===== config.mk =====
export PLATFORM = sky130hd
export DESIGN_NAME = slide_index_gen
export DESIGN_NICKNAME = d
export VERILOG_FILES = /design/src/rtl/slide_index_gen.sv
export SDC_FILE = /design/constraint.sdc
export NUM_CORES = 1
export LEC_CHECK = 0
export ABC_AREA = 1
export CAP_MARGIN = 20
export CORE_ASPECT_RATIO = 1.1
export CORE_UTILIZATION = 43
export CTS_CLUSTER_SIZE = 10
export DETAILED_ROUTE_END_ITERATION = 16
export DONT_BUFFER_PORTS = 1
export PLACE_DENSITY = 0.57
export SYNTH_ARGS = -nofsm -noshare
export SYNTH_HDL_FRONTEND = slang
export SYNTH_SLANG_ARGS = --single-unit
export TNS_END_PERCENT = 1

===== constraint.sdc =====
create_clock -name clk -period 7.1 [get_ports clk]
set_clock_uncertainty 0.15 [all_clocks]
set_input_delay 1.42 -clock clk [delete_from_list [all_inputs] [get_ports clk]]
set_output_delay 1.42 -clock clk [all_outputs]
set_load 0.005 [all_outputs]

===== src/rtl/slide_index_gen.sv =====
// Slide index generator: streams (dst, src, oob) index beats for vslideup/vslidedown.
// Optional perf counters (perf_beats, perf_stalls) are enabled with SLIDE_IDX_PERF_CNT_EN.
module slide_index_gen #(
  parameter int unsigned N = 32
) (
  input  logic         clk,
  input  logic         rst,
  input  logic         cmd_valid,
  output logic         cmd_ready,
  input  logic         cmd_dir,
  input  logic [N-1:0] cmd_offset,
  input  logic [N-1:0] cmd_vl,
  input  logic [N-1:0] cmd_vlmax,
  output logic         idx_valid,
  input  logic         idx_ready,
  output logic [N-1:0] idx_dst,
  output logic [N-1:0] idx_src,
  output logic         idx_oob,
  output logic         idx_last,
`ifdef SLIDE_IDX_PERF_CNT_EN
  output logic [31:0]  perf_beats,
  output logic [31:0]  perf_stalls,
`endif
  output logic         done
);

  typedef enum logic [1:0] {
    IDLE = 2'd0,
    RUN  = 2'd1,
    FIN  = 2'd2
  } state_t;

  state_t       state;
  logic         dir_r;
  logic [N-1:0] off_r;
  logic [N-1:0] vl_r;
  logic [N-1:0] vlmax_r;
  logic [N-1:0] cnt;
  logic [N-1:0] cnt_nxt;
  logic [N:0]   calc_first;
  logic [N:0]   calc_next;

  // Returns {oob, src[N-1:0]}; bit N of the N+1 bit sum is the carry (down) or borrow (up).
  function automatic logic [N:0] calc(input logic dir, input logic [N-1:0] i,
                                      input logic [N-1:0] off, input logic [N-1:0] vmax);
    logic [N:0] s;
    s = dir ? ({1'b0, i} - {1'b0, off}) : ({1'b0, i} + {1'b0, off});
    return {s[N] | (s[N-1:0] >= vmax), s[N-1:0]};
  endfunction

  assign cnt_nxt    = cnt + 1'b1;
  assign calc_first = calc(cmd_dir, '0, cmd_offset, cmd_vlmax);
  assign calc_next  = calc(dir_r, cnt_nxt, off_r, vlmax_r);
  assign idx_dst    = cnt;

  // Beat fields for element i+1 are precomputed so accepted beats follow back to back.
  always_ff @(posedge clk or posedge rst) begin
    if (rst) begin
      state     <= IDLE;
      cmd_ready <= 1'b1;
      idx_valid <= 1'b0;
      cnt       <= '0;
      idx_src   <= '0;
      idx_oob   <= 1'b0;
      idx_last  <= 1'b0;
      done      <= 1'b0;
      dir_r     <= 1'b0;
      off_r     <= '0;
      vl_r      <= '0;
      vlmax_r   <= '0;
    end else begin
      case (state)
        IDLE: begin
          done <= 1'b0;
          if (cmd_valid) begin
            if (cmd_vl == '0) begin
              done <= 1'b1;
            end else begin
              dir_r     <= cmd_dir;
              off_r     <= cmd_offset;
              vl_r      <= cmd_vl;
              vlmax_r   <= cmd_vlmax;
              cnt       <= '0;
              idx_src   <= calc_first[N-1:0];
              idx_oob   <= calc_first[N];
              idx_last  <= (cmd_vl == N'(1));
              idx_valid <= 1'b1;
              cmd_ready <= 1'b0;
              state     <= RUN;
            end
          end
        end
        RUN: begin
          if (idx_ready) begin
            if (idx_last) begin
              idx_valid <= 1'b0;
              idx_last  <= 1'b0;
              done      <= 1'b1;
              state     <= FIN;
            end else begin
              cnt      <= cnt_nxt;
              idx_src  <= calc_next[N-1:0];
              idx_oob  <= calc_next[N];
              idx_last <= (cnt_nxt == vl_r - 1'b1);
            end
          end
        end
        FIN: begin
          done      <= 1'b0;
          cmd_ready <= 1'b1;
          state     <= IDLE;
        end
        default: begin
          state     <= IDLE;
          cmd_ready <= 1'b1;
          idx_valid <= 1'b0;
          done      <= 1'b0;
        end
      endcase
    end
  end

`ifdef SLIDE_IDX_PERF_CNT_EN
  always_ff @(posedge clk or posedge rst) begin
    if (rst) begin
      perf_beats  <= '0;
      perf_stalls <= '0;
    end else begin
      if (idx_valid && idx_ready && (perf_beats != '1))
        perf_beats <= perf_beats + 1'b1;
      if (idx_valid && !idx_ready && (perf_stalls != '1))
        perf_stalls <= perf_stalls + 1'b1;
    end
  end
`endif

endmodule


==> results of run 1 <==
[synth_stat cells, types with 3 or more instances]
library cell | number | area, µm²
sky130_fd_sc_hd__nand2_4 | 3 | 33.8
sky130_fd_sc_hd__o21bai_1 | 5 | 37.5
sky130_fd_sc_hd__nor2_4 | 4 | 45.0
sky130_fd_sc_hd__nor3_2 | 3 | 30.0
sky130_fd_sc_hd__or2_2 | 6 | 37.5
sky130_fd_sc_hd__a22oi_1 | 3 | 22.5
sky130_fd_sc_hd__xor2_1 | 86 | 753
sky130_fd_sc_hd__clkbuf_1 | 27 | 101
sky130_fd_sc_hd__o21ai_1 | 10 | 50.1
sky130_fd_sc_hd__o22ai_1 | 25 | 156
sky130_fd_sc_hd__dfrtp_1 | 167 | 4180
sky130_fd_sc_hd__buf_2 | 14 | 70.1
sky130_fd_sc_hd__nand2_2 | 15 | 93.8
sky130_fd_sc_hd__inv_2 | 5 | 18.8
sky130_fd_sc_hd__o221ai_1 | 3 | 26.3
sky130_fd_sc_hd__a21oi_1 | 80 | 400
sky130_fd_sc_hd__nand3b_1 | 3 | 22.5
sky130_fd_sc_hd__a21o_1 | 5 | 37.5
sky130_fd_sc_hd__nand4_1 | 37 | 231
sky130_fd_sc_hd__inv_1 | 324 | 1220
sky130_fd_sc_hd__nor2_2 | 13 | 81.3
sky130_fd_sc_hd__o21a_1 | 6 | 45.0
sky130_fd_sc_hd__nor2_1 | 231 | 867
sky130_fd_sc_hd__o211ai_1 | 9 | 67.6
sky130_fd_sc_hd__a31oi_1 | 7 | 43.8
sky130_fd_sc_hd__nor3_1 | 22 | 110
sky130_fd_sc_hd__o21ai_0 | 141 | 706
sky130_fd_sc_hd__nand2_1 | 695 | 2610
sky130_fd_sc_hd__xnor2_1 | 10 | 87.6
sky130_fd_sc_hd__nor4_1 | 7 | 43.8
sky130_fd_sc_hd__nand3_1 | 127 | 636
sky130_fd_sc_hd__ha_1 | 101 | 1260
[cells in the final DEF (no fill, tap or decap), types with 22 or more instances in the layout]
master	n
sky130_fd_sc_hd__a21oi_1	80
sky130_fd_sc_hd__dfrtp_1	167
sky130_fd_sc_hd__ha_1	101
sky130_fd_sc_hd__inv_1	323
sky130_fd_sc_hd__nand2_1	695
sky130_fd_sc_hd__nand3_1	127
sky130_fd_sc_hd__nand4_1	37
sky130_fd_sc_hd__nor2_1	230
sky130_fd_sc_hd__nor3_1	22
sky130_fd_sc_hd__o21ai_0	141
sky130_fd_sc_hd__o22ai_1	25
sky130_fd_sc_hd__xor2_1	86
[area by class of cell]
type	instances	share of cell area (%)
Inverter	332	8.13
Timing Repair Buffer	9	0.520
Tap cell	426	3.46
Clock inverter	11	0.966
Multi-Input combinational cell	1675	56.7
Clock buffer	20	2.96
Sequential cell	168	27.3
[metrics by stage]
stage | utilization (%) | worst slack [ns] | hold slack, ns | instances | power (mW)
6_report | 47.2 | 1.87 | 0.354 | 2641 | 6.64
4_1_cts | 47.2 | 1.93 | 0.348 | 2640 | 6.62
3_3_place_gp | 45.3 | 1.69 | 0.328 | 2609 | 5.54
5_1_grt | 47.2 | 1.48 | 0.395 | 2641 | 7.26
2_1_floorplan | - | 0.985 | 0.298 | 2220 | 4.50
3_5_place_dp | 45.3 | 1.71 | 0.326 | 2609 | 5.58
[sequential cells by signal (all words and copies together) (netlist names)]
signal     cells
cmd_ready      1
idx_valid      1
done           1
off_r         32
idx_src       32
idx_oob        1
dir_r          1
state          2
vl_r          32
idx_dst       32
idx_last       1
vlmax_r       32
[cells by family (layout without fill, tap and decap cells)]
logic type,Yosys count,after routing
xor+xnor,96,96
simple gates,1172,1172
flops,168,168
compound gates,305,305
buf+inv,377,372
fa+ha+maj,102,102
[per-layer routing]
metal | wire [µm] | up-vias
met5 | 0 | -
met4 | 1240 | 0
met3 | 2710 | 74
met2 | 22700 | 367
met1 | 20100 | 6548
li1 | - | 7047
[power breakdown]
group	leakage, nW	switching, mW	internal [mW]
Combinational	5.55	2.65	1.30
Sequential	2.12	0.350	1.35
Clock	0.288	0.422	0.570
[critical path: stages, from the launching register on]
cell and delay (ns):
sky130_fd_sc_hd__dfrtp_1 0.75, sky130_fd_sc_hd__clkinv_1 0.62, sky130_fd_sc_hd__nand2_1 0.23, sky130_fd_sc_hd__xor2_1 0.15, sky130_fd_sc_hd__inv_1 0.05, sky130_fd_sc_hd__ha_1 0.33
sky130_fd_sc_hd__nand3_1 0.10, sky130_fd_sc_hd__nand3_1 0.13, sky130_fd_sc_hd__a21oi_1 0.11, sky130_fd_sc_hd__o31ai_1 0.56, sky130_fd_sc_hd__nand2_1 0.11, sky130_fd_sc_hd__nand2_1 0.17
sky130_fd_sc_hd__nand3_1 0.17, sky130_fd_sc_hd__nand2_1 0.10, sky130_fd_sc_hd__nand2_1 0.06, sky130_fd_sc_hd__and2_1 0.17, sky130_fd_sc_hd__ha_1 0.29, sky130_fd_sc_hd__nand4_1 0.10
sky130_fd_sc_hd__inv_1 0.06, sky130_fd_sc_hd__nand2_1 0.06, sky130_fd_sc_hd__o211ai_1 0.08, sky130_fd_sc_hd__a21oi_1 0.17, sky130_fd_sc_hd__o21ai_0 0.12, sky130_fd_sc_hd__nor2_1 0.10
sky130_fd_sc_hd__nand2_1 0.05, sky130_fd_sc_hd__nand2_1 0.06, sky130_fd_sc_hd__nand2_1 0.06
[worst paths after layout]
kind | startpoint | slack (ns) | end
worst min-delay path | vlmax_r[0] | 0.35 | vlmax_r[0]
worst max-delay path | dir_r | 1.87 | idx_oob
worst max register to register | dir_r | 1.87 | idx_oob
min in group asynchronous | rst | 0.80 | vlmax_r[6]
worst min register to register | vlmax_r[0] | 0.35 | vlmax_r[0]
max in group asynchronous | rst | 4.59 | idx_dst[29]
==> impl_summary.log, run 1 <==
[metrics] final instance area: 15400 µm²
[metrics] DR iter-0 viols: 861
[metrics] maximum number of buffers from clock root to sink: 2
[metrics] post-detailed-routing wire length: 46800 µm
[metrics] post-detailed-placement cell area: 14800 µm²
[metrics] core area: 32600 µm²
[metrics] Relative slew margins: 25.7%
[metrics] clock tree from TritonCTS: done
[metrics] Filler Cell Count: 3437
[metrics] met3 global-route usage: 5.35%
[metrics] top fanout value on the critical path: 20
[metrics] Synth-to-Final Area Change: 7.21%
[metrics] antenna cell count: 0
[metrics] critical path data arrival time: 5.42 ns
[metrics] fraction of the mapped netlist area in compound gates: 11.8%
[metrics] total setup violations reported at the end of the flow: 0
[metrics] via count of the routed design: 14000
[metrics] count of final hold-check violations: 0
[metrics] Synth Area in Adders: 8.93%
[metrics] number of CTS-inserted buffers: 17
[metrics] global route overflow: 0
[metrics] EDFF count, synth: 0
[metrics] last weighted congestion value of the routability-driven placer: 0.934
[metrics] sequential element share of the synthesized area: 29.3%
[metrics] WS Path Type: flop to flop
[metrics] number of sinks handled by clock tree synthesis: 168
[metrics] synth unique cells: 51
[metrics] library cell used as clock root buffer: sky130_fd_sc_hd__clkbuf_16
[metrics] Via density: 5.31
[metrics] via count of the first global-routing pass: 13700
[metrics] Final period util: 73.7%
[metrics] r2r worst-path depth: 26
[metrics] global-route track usage on met1: 34.2%
[metrics] die extent in y: 194 µm
[metrics] net count of the finished layout: 2406
[metrics] RSZ-0062 raised after global routing: false
[metrics] leakage power of the design: 7.96 nW
[metrics] clock latency at the later pin of the worst-skew pair: 0.46 ns
[metrics] quantity of gates resized following cts: 0
[metrics] Crit. End Element: flop
[metrics] post-synthesis simple-gate area fraction: 34.2%
[metrics] actual slew at the worst max-slew pin: 1.11 ns
[metrics] post-synthesis net count: 2423
[metrics] HPWL after detailed placement: 37500 µm
[metrics] Die Wd: 176 µm
[metrics] result of the run: finished, final reports clean
[metrics] class of the tightest hold or removal check: flop to flop
[metrics] IO Port Bufs: 0
[metrics] largest family of logic cells by synthesized area: simple AND/OR/NAND/NOR gates
[metrics] antenna viol nets, final: 0
[metrics] average wire per cell in the routed design: 17.7 µm
[metrics] post-synthesis share of cell area spent on xor and xnor gates: 5.85%
[metrics] shortest clock period the worst path allows after layout: 5.23 ns
[metrics] deepest level of the CTS H-tree: 4
[metrics] setup repair bufs after CTS: 0
[metrics] combined area of the multi-input logic cells: 8740 µm²
[metrics] Synth Cell Area: 14400 µm²
[metrics] first-pass GRT wire length: 73000 µm
[metrics] power density of the placed cells: 431 nW/µm²
[metrics] DRC viols: 0
[metrics] worst ir drop on vdd: 0.000204 V
[metrics] syn avg cell area: 6.48 µm²
[metrics] number of antenna violations at the first check in global routing: 0
[metrics] Worst-path clk slew: 0.07 ns
[metrics] Startpoint Class: flop
[metrics] fin. max-slew vios: 0
[metrics] multiplexer fraction of the synthesized cell area: 0%
[metrics] number of top-level pins: 170
[metrics] Synth Flop Type: sky130_fd_sc_hd__dfrtp_1
[metrics] global routing met2 resource utilization: 47.9%
[metrics] busiest metal layer after global routing: met2
[metrics] effective utilization at floorplan: 44.1%
[metrics] Max Cap Violations: 0
[metrics] total area of sequential cells: 4210 µm²
[metrics] # rows: 69
[metrics] flip-flop and latch count after synthesis: 168
[metrics] fraction of layout cells with a size suffix above 1: 4.47%
[metrics] max frequency: 0.191 GHz
[metrics] cell depth of the worst hold path: 2
[metrics] total of warnings raised by yosys: 0
[metrics] global-route usage over all layers: 27.7%
[metrics] largest net degree at the start of global routing: 77
[metrics] async set or reset register ratio after synthesis: 100%
[metrics] setup TNS: 0 ns
[metrics] hold-fix buffers at CTS: 0
[metrics] First-pass DRT Iterations: 5
[metrics] Post-Syn Instances: 2220
[metrics] worst path required time: 7.29 ns
[metrics] die area: 34200 µm²
Power figures use the tool's default switching activity.
==> run 2: changes to the inputs <==
--- a/config.mk
+++ b/config.mk
@@ -5,7 +5,7 @@
 export SDC_FILE = /design/constraint.sdc
 export NUM_CORES = 1
 export LEC_CHECK = 0
-export ABC_AREA = 1
+export ABC_AREA = 0
 export CAP_MARGIN = 20
 export CORE_ASPECT_RATIO = 1.1
 export CORE_UTILIZATION = 43
==> constraint.sdc (replaced) <==
create_clock -name clk -period 5.1 [get_ports clk]
set_clock_uncertainty 0.15 [all_clocks]
set_input_delay 1.02 -clock clk [delete_from_list [all_inputs] [get_ports clk]]
set_output_delay 1.02 -clock clk [all_outputs]
set_load 0.005 [all_outputs]
==> run 2 against run 1 <==
Clock-buffer cell count unchanged. Synthesized area down 10%. Critical path depth down 2. Final cell count down 19%. Via count down 15%. Worst hold slack worse by 0.0054 ns. Maximum frequency up 2.8%. Total power down 50%. Largest cell class unchanged. Die area down 9.9%.
==> impl_summary.log, run 2 <==
[metrics] Startpoint Class: flop (unchanged)
[metrics] core area: 29600 µm² (was 32600 µm²)
[metrics] antenna viol nets, final: 0 (unchanged)
[metrics] via count of the routed design: 12000 (was 14000)
[metrics] commonest non-fill, non-tap cell in the layout: sky130_fd_sc_hd__nand2_1 (unchanged)
[metrics] # rows: 66 (was 69)
[metrics] HPWL after detailed placement: 30400 µm (was 37500 µm)
[metrics] sequential element share of the synthesized area: 32.5% (was 29.3%)
[metrics] Final period util: 99.9% (was 73.7%)
[metrics] number of sinks handled by clock tree synthesis: 168 (unchanged)
[metrics] power density of the placed cells: 216 nW/µm² (was 431 nW/µm²)
[metrics] net count of the finished layout: 1949 (was 2406)
[metrics] Synth Flop Type: sky130_fd_sc_hd__dfrtp_1 (unchanged)
[metrics] DR iter-0 viols: 1051 (was 861)
[metrics] IO Port Bufs: 0 (unchanged)
[metrics] antenna cell count: 0 (unchanged)
[metrics] synth unique cells: 76 (was 51)
[metrics] cell types with the highest counts after synthesis: sky130_fd_sc_hd__nand2_1, sky130_fd_sc_hd__dfrtp_1, sky130_fd_sc_hd__xnor2_1, sky130_fd_sc_hd__ha_1, sky130_fd_sc_hd__nor2_1 (was sky130_fd_sc_hd__nand2_1, sky130_fd_sc_hd__inv_1, sky130_fd_sc_hd__nor2_1, sky130_fd_sc_hd__dfrtp_1, sky130_fd_sc_hd__o21ai_0)
[metrics] Worst-path clk slew: 0.08 ns (was 0.07 ns)
[metrics] maximum number of buffers from clock root to sink: 2 (unchanged)
[metrics] leakage power of the design: 7.81 nW (was 7.96 nW)
[metrics] syn avg cell area: 8.05 µm² (was 6.48 µm²)
[metrics] number of placed instances, taps included: 2084 (was 2609)
[metrics] Post-Layout Cell Count: 2133 (was 2641)
[metrics] cell taking the most area after synthesis: sky130_fd_sc_hd__dfrtp_1 (unchanged)
[metrics] Die Wd: 167 µm (was 176 µm)
[metrics] setup TNS: 0 ns (unchanged)
[metrics] die area: 30800 µm² (was 34200 µm²)
[metrics] critical path data arrival time: 5.31 ns (was 5.42 ns)
[metrics] number of CTS-inserted buffers: 17 (unchanged)
[metrics] count of final hold-check violations: 0 (unchanged)
[metrics] Relative slew margins: 23.7% (was 25.7%)
[metrics] WS Path Type: flop to flop (unchanged)
[metrics] shortest clock period the worst path allows after layout: 5.09 ns (was 5.23 ns)
[metrics] global-route usage over all layers: 26.8% (was 27.7%)
[metrics] async set or reset register ratio after synthesis: 100% (unchanged)
[metrics] Yosys top cell area share: 32.3% (was 29.1%)
[metrics] DRC viols: 0 (unchanged)
[metrics] fraction of layout cells with a size suffix above 1: 17.5% (was 4.47%)
[metrics] clock tree from TritonCTS: done (unchanged)
[metrics] first-pass GRT wire length: 64100 µm (was 73000 µm)
[metrics] library cell used as clock root buffer: sky130_fd_sc_hd__clkbuf_16 (unchanged)
[metrics] Synth-to-Final Area Change: 20.1% (was 7.21%)
[metrics] max frequency: 0.196 GHz (was 0.191 GHz)
[metrics] Via density: 5.61 (was 5.31)
[metrics] RSZ-0062 raised after global routing: true (was false)
[metrics] number of antenna violations at the first check in global routing: 0 (unchanged)
[metrics] via count of the first global-routing pass: 11600 (was 13700)
[metrics] actual slew at the worst max-slew pin: 1.15 ns (was 1.11 ns)
[metrics] Post-Syn Instances: 1607 (was 2220)
[metrics] Max Cap Violations: 0 (unchanged)
[metrics] EDFF count, synth: 0 (unchanged)
[metrics] post-detailed-routing wire length: 40400 µm (was 46800 µm)
[metrics] global route overflow: 0 (unchanged)
[metrics] effective utilization at floorplan: 43.8% (was 44.1%)
[metrics] class of the tightest hold or removal check: flop to flop (unchanged)
[metrics] most used cells in the layout excluding fill and tap cells: sky130_fd_sc_hd__nand2_1, sky130_fd_sc_hd__buf_4, sky130_fd_sc_hd__dfrtp_1 (was sky130_fd_sc_hd__nand2_1, sky130_fd_sc_hd__inv_1, sky130_fd_sc_hd__nor2_1)
[metrics] average wire per cell in the routed design: 18.9 µm (was 17.7 µm)
[metrics] First-pass DRT Iterations: 5 (unchanged)
[metrics] Synth Cell Area: 12900 µm² (was 14400 µm²)
[metrics] deepest level of the CTS H-tree: 4 (unchanged)
[metrics] flip-flop and latch count after synthesis: 168 (unchanged)
[metrics] Crit. End Element: flop (unchanged)
[metrics] cells taking the most area after synthesis: sky130_fd_sc_hd__dfrtp_1, sky130_fd_sc_hd__ha_1, sky130_fd_sc_hd__nand2_1 (was sky130_fd_sc_hd__dfrtp_1, sky130_fd_sc_hd__nand2_1, sky130_fd_sc_hd__ha_1)
[metrics] most repeated cell in the gate-level netlist after synthesis: sky130_fd_sc_hd__nand2_1 (unchanged)
[metrics] largest net degree at the start of global routing: 169 (was 77)
[metrics] utilization of the core after routing: 52.5% (was 47.2%)
[metrics] clock latency at the later pin of the worst-skew pair: 0.45 ns (was 0.46 ns)
[metrics] die extent in y: 184 µm (was 194 µm)
[metrics] total setup violations reported at the end of the flow: 0 (unchanged)
[metrics] fin. max-slew vios: 0 (unchanged)
[metrics] reg2reg setup slack: 0.007 ns (was 1.87 ns)
[metrics] worst path required time: 5.32 ns (was 7.29 ns)
[metrics] result of the run: finished, final reports clean (unchanged)
[metrics] total of warnings raised by yosys: 0 (unchanged)
[metrics] top fanout value on the critical path: 4 (was 20)
[metrics] post-synthesis net count: 1810 (was 2423)
[metrics] last weighted congestion value of the routability-driven placer: 0.932 (was 0.934)
[metrics] number of top-level pins: 170 (unchanged)
[metrics] worst ir drop on vdd: 0.000226 V (was 0.000204 V)
[run 2: path summary, 6_finish.rpt]
check / from / depth (start not counted) / end
max in group asynchronous: rst / 2 / idx_src[19]
max: off_r[11] / 24 / idx_oob
max reg2reg: off_r[11] / 24 / idx_oob
min in group asynchronous: rst / 2 / vl_r[4]
min reg2reg: vlmax_r[0] / 2 / vlmax_r[0]
min: vlmax_r[0] / 2 / vlmax_r[0]
[run 2: metrics by stage]
step | hold WS [ns] | instance area, µm² | power, mW | worst slack [ns]
after floorplan | 0.302 | 12900 | 1.83 | -0.350
after global placement | 0.323 | 14500 | 2.01 | -0.151
after detailed placement | 0.332 | 14500 | 2.03 | -0.362
after CTS | 0.353 | 15200 | 3.38 | 0.00708
after global routing | 0.391 | 15500 | 3.52 | -0.206
final | 0.349 | 15500 | 3.36 | 0.00657
[run 2: kinds of logic after synthesis]
group | synth area share, %
simple gates | 23.7
compound gates | 17.3
xor+xnor | 11.7
flops | 32.5
buf+inv | 4.77
fa+ha+maj | 9.92
mux | 0.0774
[run 2: cell type report]
cell class | count | area (µm²)
inverter | 97 | 368
timing repair buffer | 183 | 1410
clock inverter | 12 | 140
sequential | 168 | 4210
fill | 2817 | 14000
clock buffer | 20 | 457
tap | 374 | 468
multi-input combinational | 1279 | 8490
[run 2: metal layers]
metal	vias to the layer above	wire [µm]	global-route usage, %
met5	-	0	0
met4	0	677	8.40
met3	46	2660	5.60
met2	340	18500	42.6
met1	5699	18600	36.4
li1	5890	-	-
[run 2: power by group]
group          switching [mW]  internal, mW  total, mW
combinational           0.361         0.251      0.612
sequential             0.0263          1.37       1.40
clock                   0.592         0.753       1.35
total                   0.980          2.38       3.36
[run 2: worst max-delay path, stage by stage (launching register included)]
cell and delay (ns):
sky130_fd_sc_hd__dfrtp_1 0.37, sky130_fd_sc_hd__or4_4 0.57, sky130_fd_sc_hd__buf_4 0.16, sky130_fd_sc_hd__buf_4 0.12, sky130_fd_sc_hd__nor2_1 0.08, sky130_fd_sc_hd__a21oi_1 0.08
sky130_fd_sc_hd__xnor2_1 0.14, sky130_fd_sc_hd__ha_1 0.38, sky130_fd_sc_hd__a21oi_1 0.28, sky130_fd_sc_hd__o21ai_0 0.17, sky130_fd_sc_hd__a21oi_2 0.21, sky130_fd_sc_hd__nand2_1 0.07
sky130_fd_sc_hd__nor4_1 0.25, sky130_fd_sc_hd__a211oi_2 0.13, sky130_fd_sc_hd__buf_4 0.15, sky130_fd_sc_hd__ha_1 0.30, sky130_fd_sc_hd__nand4_1 0.13, sky130_fd_sc_hd__nor3_1 0.22
sky130_fd_sc_hd__o21ai_1 0.13, sky130_fd_sc_hd__a311oi_2 0.31, sky130_fd_sc_hd__a2111oi_4 0.06, sky130_fd_sc_hd__buf_4 0.14, sky130_fd_sc_hd__o31ai_1 0.19, sky130_fd_sc_hd__a22oi_1 0.09
sky130_fd_sc_hd__o211ai_1 0.11
[run 2: timing repair]
action / 4_1_cts / 5_1_grt
hold buffers: 0 / 0
setup buffers: 5 / 12
pin swaps: 8 / 47
resized for setup: 20 / 56
setup endpoints to repair: 1 / 1
cloned: 0 / 0
